<file path="src/rtl/flow_queue_n.sv">
// Parametrised N-entry decoupled FIFO with optional flow-through bypass, pipe-mode
// enqueue while full, occupancy count and synchronous flush.
module flow_queue_n #(
    parameter int WIDTH = 337,
    parameter int DEPTH = 2,
    parameter int FLOW  = 1,
    parameter int PIPE  = 0,
    localparam int CW   = $clog2(DEPTH + 1)
) (
    input  logic             clock,
    input  logic             reset_n,
    input  logic             io_flush,
    input  logic             io_enq_valid,
    output logic             io_enq_ready,
    input  logic [WIDTH-1:0] io_enq_bits,
    output logic             io_deq_valid,
    input  logic             io_deq_ready,
    output logic [WIDTH-1:0] io_deq_bits,
    output logic [CW-1:0]    io_count
);

    localparam int            PW     = (DEPTH > 1) ? $clog2(DEPTH) : 1;
    localparam logic [PW-1:0] LAST   = PW'(DEPTH - 1);
    localparam logic          FLOW_B = (FLOW != 0);
    localparam logic          PIPE_B = (PIPE != 0);

    logic [WIDTH-1:0] ram_q [DEPTH];
    logic [PW-1:0]    enq_ptr_q, enq_ptr_d;
    logic [PW-1:0]    deq_ptr_q, deq_ptr_d;
    logic             maybe_full_q, maybe_full_d;

    logic ptr_eq_s, empty_s, full_s;
    logic do_enq_s, do_deq_s, do_deq_mem_s, bypass_s;

    function automatic logic [PW-1:0] ptr_inc(input logic [PW-1:0] p);
        if (p == LAST) begin
            ptr_inc = {PW{1'b0}};
        end else begin
            ptr_inc = p + PW'(1);
        end
    endfunction

    // Handshake decode, bypass selection and occupancy from pointer state
    always_comb begin
        ptr_eq_s     = (enq_ptr_q == deq_ptr_q);
        empty_s      = ptr_eq_s & ~maybe_full_q;
        full_s       = ptr_eq_s & maybe_full_q;
        io_enq_ready = ~io_flush & (~full_s | (PIPE_B & io_deq_ready));
        io_deq_valid = ~io_flush & (~empty_s | (FLOW_B & io_enq_valid));
        io_deq_bits  = (FLOW_B & empty_s) ? io_enq_bits : ram_q[deq_ptr_q];
        do_deq_s     = io_deq_valid & io_deq_ready;
        // A beat that passes straight through never touches storage.
        bypass_s     = FLOW_B & empty_s & do_deq_s;
        do_enq_s     = io_enq_valid & io_enq_ready & ~bypass_s;
        do_deq_mem_s = do_deq_s & ~bypass_s;
        if (full_s) begin
            io_count = CW'(DEPTH);
        end else if (enq_ptr_q >= deq_ptr_q) begin
            io_count = CW'(enq_ptr_q - deq_ptr_q);
        end else begin
            io_count = CW'(DEPTH) - CW'(deq_ptr_q) + CW'(enq_ptr_q);
        end
    end

    // Next-state pointers and full/empty disambiguation
    always_comb begin
        enq_ptr_d    = enq_ptr_q;
        deq_ptr_d    = deq_ptr_q;
        maybe_full_d = maybe_full_q;
        if (io_flush) begin
            enq_ptr_d    = {PW{1'b0}};
            deq_ptr_d    = {PW{1'b0}};
            maybe_full_d = 1'b0;
        end else begin
            if (do_enq_s) begin
                enq_ptr_d = ptr_inc(enq_ptr_q);
            end else begin
                enq_ptr_d = enq_ptr_q;
            end
            if (do_deq_mem_s) begin
                deq_ptr_d = ptr_inc(deq_ptr_q);
            end else begin
                deq_ptr_d = deq_ptr_q;
            end
            if (do_enq_s != do_deq_mem_s) begin
                maybe_full_d = do_enq_s;
            end else begin
                maybe_full_d = maybe_full_q;
            end
        end
    end

    // Pointer and flag registers
    always_ff @(posedge clock or negedge reset_n) begin
        if (!reset_n) begin
            enq_ptr_q    <= {PW{1'b0}};
            deq_ptr_q    <= {PW{1'b0}};
            maybe_full_q <= 1'b0;
        end else begin
            enq_ptr_q    <= enq_ptr_d;
            deq_ptr_q    <= deq_ptr_d;
            maybe_full_q <= maybe_full_d;
        end
    end

    // Payload storage, intentionally left unreset
    always_ff @(posedge clock) begin
        if (do_enq_s) begin
            ram_q[enq_ptr_q] <= io_enq_bits;
        end
    end

endmodule
</file>
<file path="config.mk">
export PLATFORM = sky130hd
export DESIGN_NAME = flow_queue_n
export DESIGN_NICKNAME = d
export VERILOG_FILES = /design/src/rtl/flow_queue_n.sv
export SDC_FILE = /design/constraint.sdc
export NUM_CORES = 1
export LEC_CHECK = 0
export BUFFER_PORTS_ARGS = -buffer_cell sky130_fd_sc_hd__buf_2
export CAP_MARGIN = 5
export CORE_AREA = 2 2 267 269
export CTS_CLUSTER_SIZE = 40
export DETAILED_ROUTE_END_ITERATION = 12
export DIE_AREA = 0 0 269 271
export PLACE_DENSITY = 0.68
export REMOVE_ABC_BUFFERS = 1
export SLEW_MARGIN = 20
export SYNTH_ARGS = -nofsm -noshare
export SYNTH_HDL_FRONTEND = slang
export SYNTH_SLANG_ARGS = --single-unit
</file>
<file path="constraint.sdc">
create_clock -name clock -period 29.7 [get_ports clock]
set_input_delay 2.97 -clock clock [delete_from_list [all_inputs] [get_ports clock]]
set_output_delay 2.97 -clock clock [all_outputs]
set_load 0.02 [all_outputs]
</file>
==> results.json <==
{
  "timing.rr.start": "deq_ptr_q$_DFFE_PN0P_",
  "grt_pass1_wl_mm": 98.1,
  "globalRouteOverflowTotal": 0,
  "grt_usage_pct": 17.4,
  "grt_pass1_vias": 17200,
  "port_buffers": 682,
  "fin_crit_sh_pct": 25.4,
  "tightest_slew_ps": 1260,
  "antenna_left": 0,
  "rr_worst_depth": 7,
  "post-cts-setup-buffers": 0,
  "synth_top_area_share_pct": 72.9,
  "period_needed_ps": 7530,
  "synth_top_cell_by_area": "edfxtp_1",
  "cts_hold_buf": 0,
  "die_width_um": 269,
  "critical_path.startpoint": "deq_ptr_q$_DFFE_PN0P_",
  "worstPathRequired_ps": 26730,
  "rows": 97,
  "synth.cell_area_um2": 27700,
  "seq_area_frac_synth_pct": 73.2,
  "hpwl_mm": 43.8,
  "drt-total-wl_mm": 66.7,
  "fmax_ghz": 0.133,
  "drtIter0Drc": 1279,
  "r2r_slack_ps": 24730,
  "area_growth_syn_to_layout_pct": 22.6,
  "min_path_cells": 2,
  "avgSynthCellArea_um2": 15.2,
  "syn_inst": 1828,
  "wl_met1_mm": 25.6,
  "cts_tree": "done",
  "drv_slew": 0,
  "die_h_um": 271,
  "rsz0062_at_grt": "no",
  "die_area_um2": 72900,
  "nFillCells": 6050,
  "cts-root-buf": "clkbuf_16",
  "setup-violations-final": 0,
  "maxCapViolCount": 0,
  "start_util_pct": 39.8,
  "wire_per_inst_um": 19.0,
  "crit_path_start_kind": "register",
  "post_cts_resized": 0,
  "clkLatencyLatePin_ps": 610,
  "vdd_drop_max_mv": 0.0878,
  "slew-limit-headroom_pct": 15.9,
  "coreArea_um2": 69800,
  "place_congestion": 0.833,
  "crit_end": "io_deq_bits[99]",
  "endpoint_kind": "output port",
  "viasPerCell": 4.90,
  "p_leak_uw": 0.0125,
  "skew_ps": 30.0,
  "vias": 17200,
  "top_layer_used": "met5",
  "grt_start_max_net_pins": 250,
  "drc": 0,
  "drive_above_1_share_pct": 31.7,
  "setup_tns_ps": 0,
  "layout_common_cells": "buf_2 (682), edfxtp_1 (674), nand2_1 (340), mux2i_1 (337), o21ai_0 (239)",
  "io_pins": 683,
  "holdCritPathClass": "reg -> reg",
  "final_nets": 2832,
  "cp_max_fo": 249,
  "ys.warnings.count": 0,
  "wl_met3_mm": 4.88,
  "r2r-end": "ram_q[1][168]$_DFFE_PP_",
  "powerDensity_nw_per_um2": 79.0,
  "ys_seq_elements": 677,
  "hold_start": "maybe_full_q$_DFFE_PN0P_",
  "post-route-util_pct": 48.8,
  "mostFrequentLayoutCell": "buf_2",
  "antenna_found_initial": 27,
  "cts_made_buffers": 74,
  "clockBufferDepth": 3,
  "path_class": "reg -> out",
  "synth_area_leaders": "edfxtp_1 (73%), mux2i_1 (12%), nand2_1 (4.6%)",
  "htree_levels": 3,
  "timing.final.hold_violations": 0,
  "clk_pin_slew_ps": 60,
  "status": "complete, no violations",
  "synth_cell_types": 22,
  "wl_met2_mm": 33.7,
  "first_pass_iters": 5,
  "clkSinkCount": 677,
  "arrival_ps": 4560
}
-- worst min path at each step --
stage | end | slack (ps)
global route | maybe_full_q$_DFFE_PN0P_ | 690
detailed placement | maybe_full_q$_DFFE_PN0P_ | 640
floorplan | maybe_full_q$_DFFE_PN0P_ | 590
global placement | maybe_full_q$_DFFE_PN0P_ | 620
finish | maybe_full_q$_DFFE_PN0P_ | 650
CTS | maybe_full_q$_DFFE_PN0P_ | 650
-- per-layer routing --
| layer | vias to the layer above | global-route usage (%) |
|---|---|---|
| li1 | 8202 | - |
| met1 | 8153 | 20.6 |
| met2 | 676 | 29.2 |
| met3 | 144 | 4.14 |
| met4 | 6 | 9.27 |
| met5 | - | 0 |
-- state kept, by name, indices dropped and copies added (netlist names) --
name,cells
ram_q,674
enq_ptr_q,1
maybe_full_q,1
deq_ptr_q,1
-- worst max-delay path, stage by stage, from the launching register on --
cell and delay (ps):
dfrtp_4 1050, ha_1 330, nor2b_4 190, buf_12 670, buf_12 620, o21ai_0 390, buf_2 260
-- where the power goes --
part | switching, uW | internal [uW] | total (uW) | leakage (uW)
logic | 469 | 206 | 675 | 0.00518
clock network | 370 | 526 | 895 | 0.00116
registers | 15.1 | 1100 | 1120 | 0.00617
total | 853 | 1830 | 2690 | 0.0125
-- Yosys cell counts (all sizes together) --
library cell,number
a21oi,4
buf,88
clkbuf,26
dfrtp,3
edfxtp,674
ha,2
inv,5
mux2,1
mux2i,337
nand2,340
nor2,2
nor2b,2
nor3,2
o21ai,341
or3,1
-- final cells by class --
cell class | instances | area, um2 | area share, %
clock inverters | 41 | 438 | 1.29
well taps | 940 | 1180 | 3.46
flip-flops and latches | 677 | 20300 | 59.7
repair buffers | 698 | 3600 | 10.6
multi-input cells | 1032 | 6470 | 19.0
clock buffers | 90 | 1950 | 5.74
inverters | 5 | 18.8 | 0.0552
diodes | 22 | 55.1 | 0.162
-- metrics by stage --
step / worst slack (ps) / hold WS (ps) / instances / power [uW] / cell area (um2)
global placement: 22850 / 618 / 3352 / 1810 / 31600
finish: 22170 / 653 / 3505 / 2690 / 34000
global route: 21890 / 685 / 3504 / 2800 / 34000
detailed placement: 22820 / 642 / 3352 / 1810 / 31600
CTS: 22130 / 654 / 3483 / 2720 / 34000
floorplan: -6200 / 590 / 1714 / 1700 / 26800
-- logic make-up after synthesis --
kind of cell	share of synthesized area, %
compound gates	6.22
fa+ha+maj	0.0902
mux	12.2
simple gates	4.76
flops	73.2
buf+inv	3.52
(Power assumes the default switching activity.)
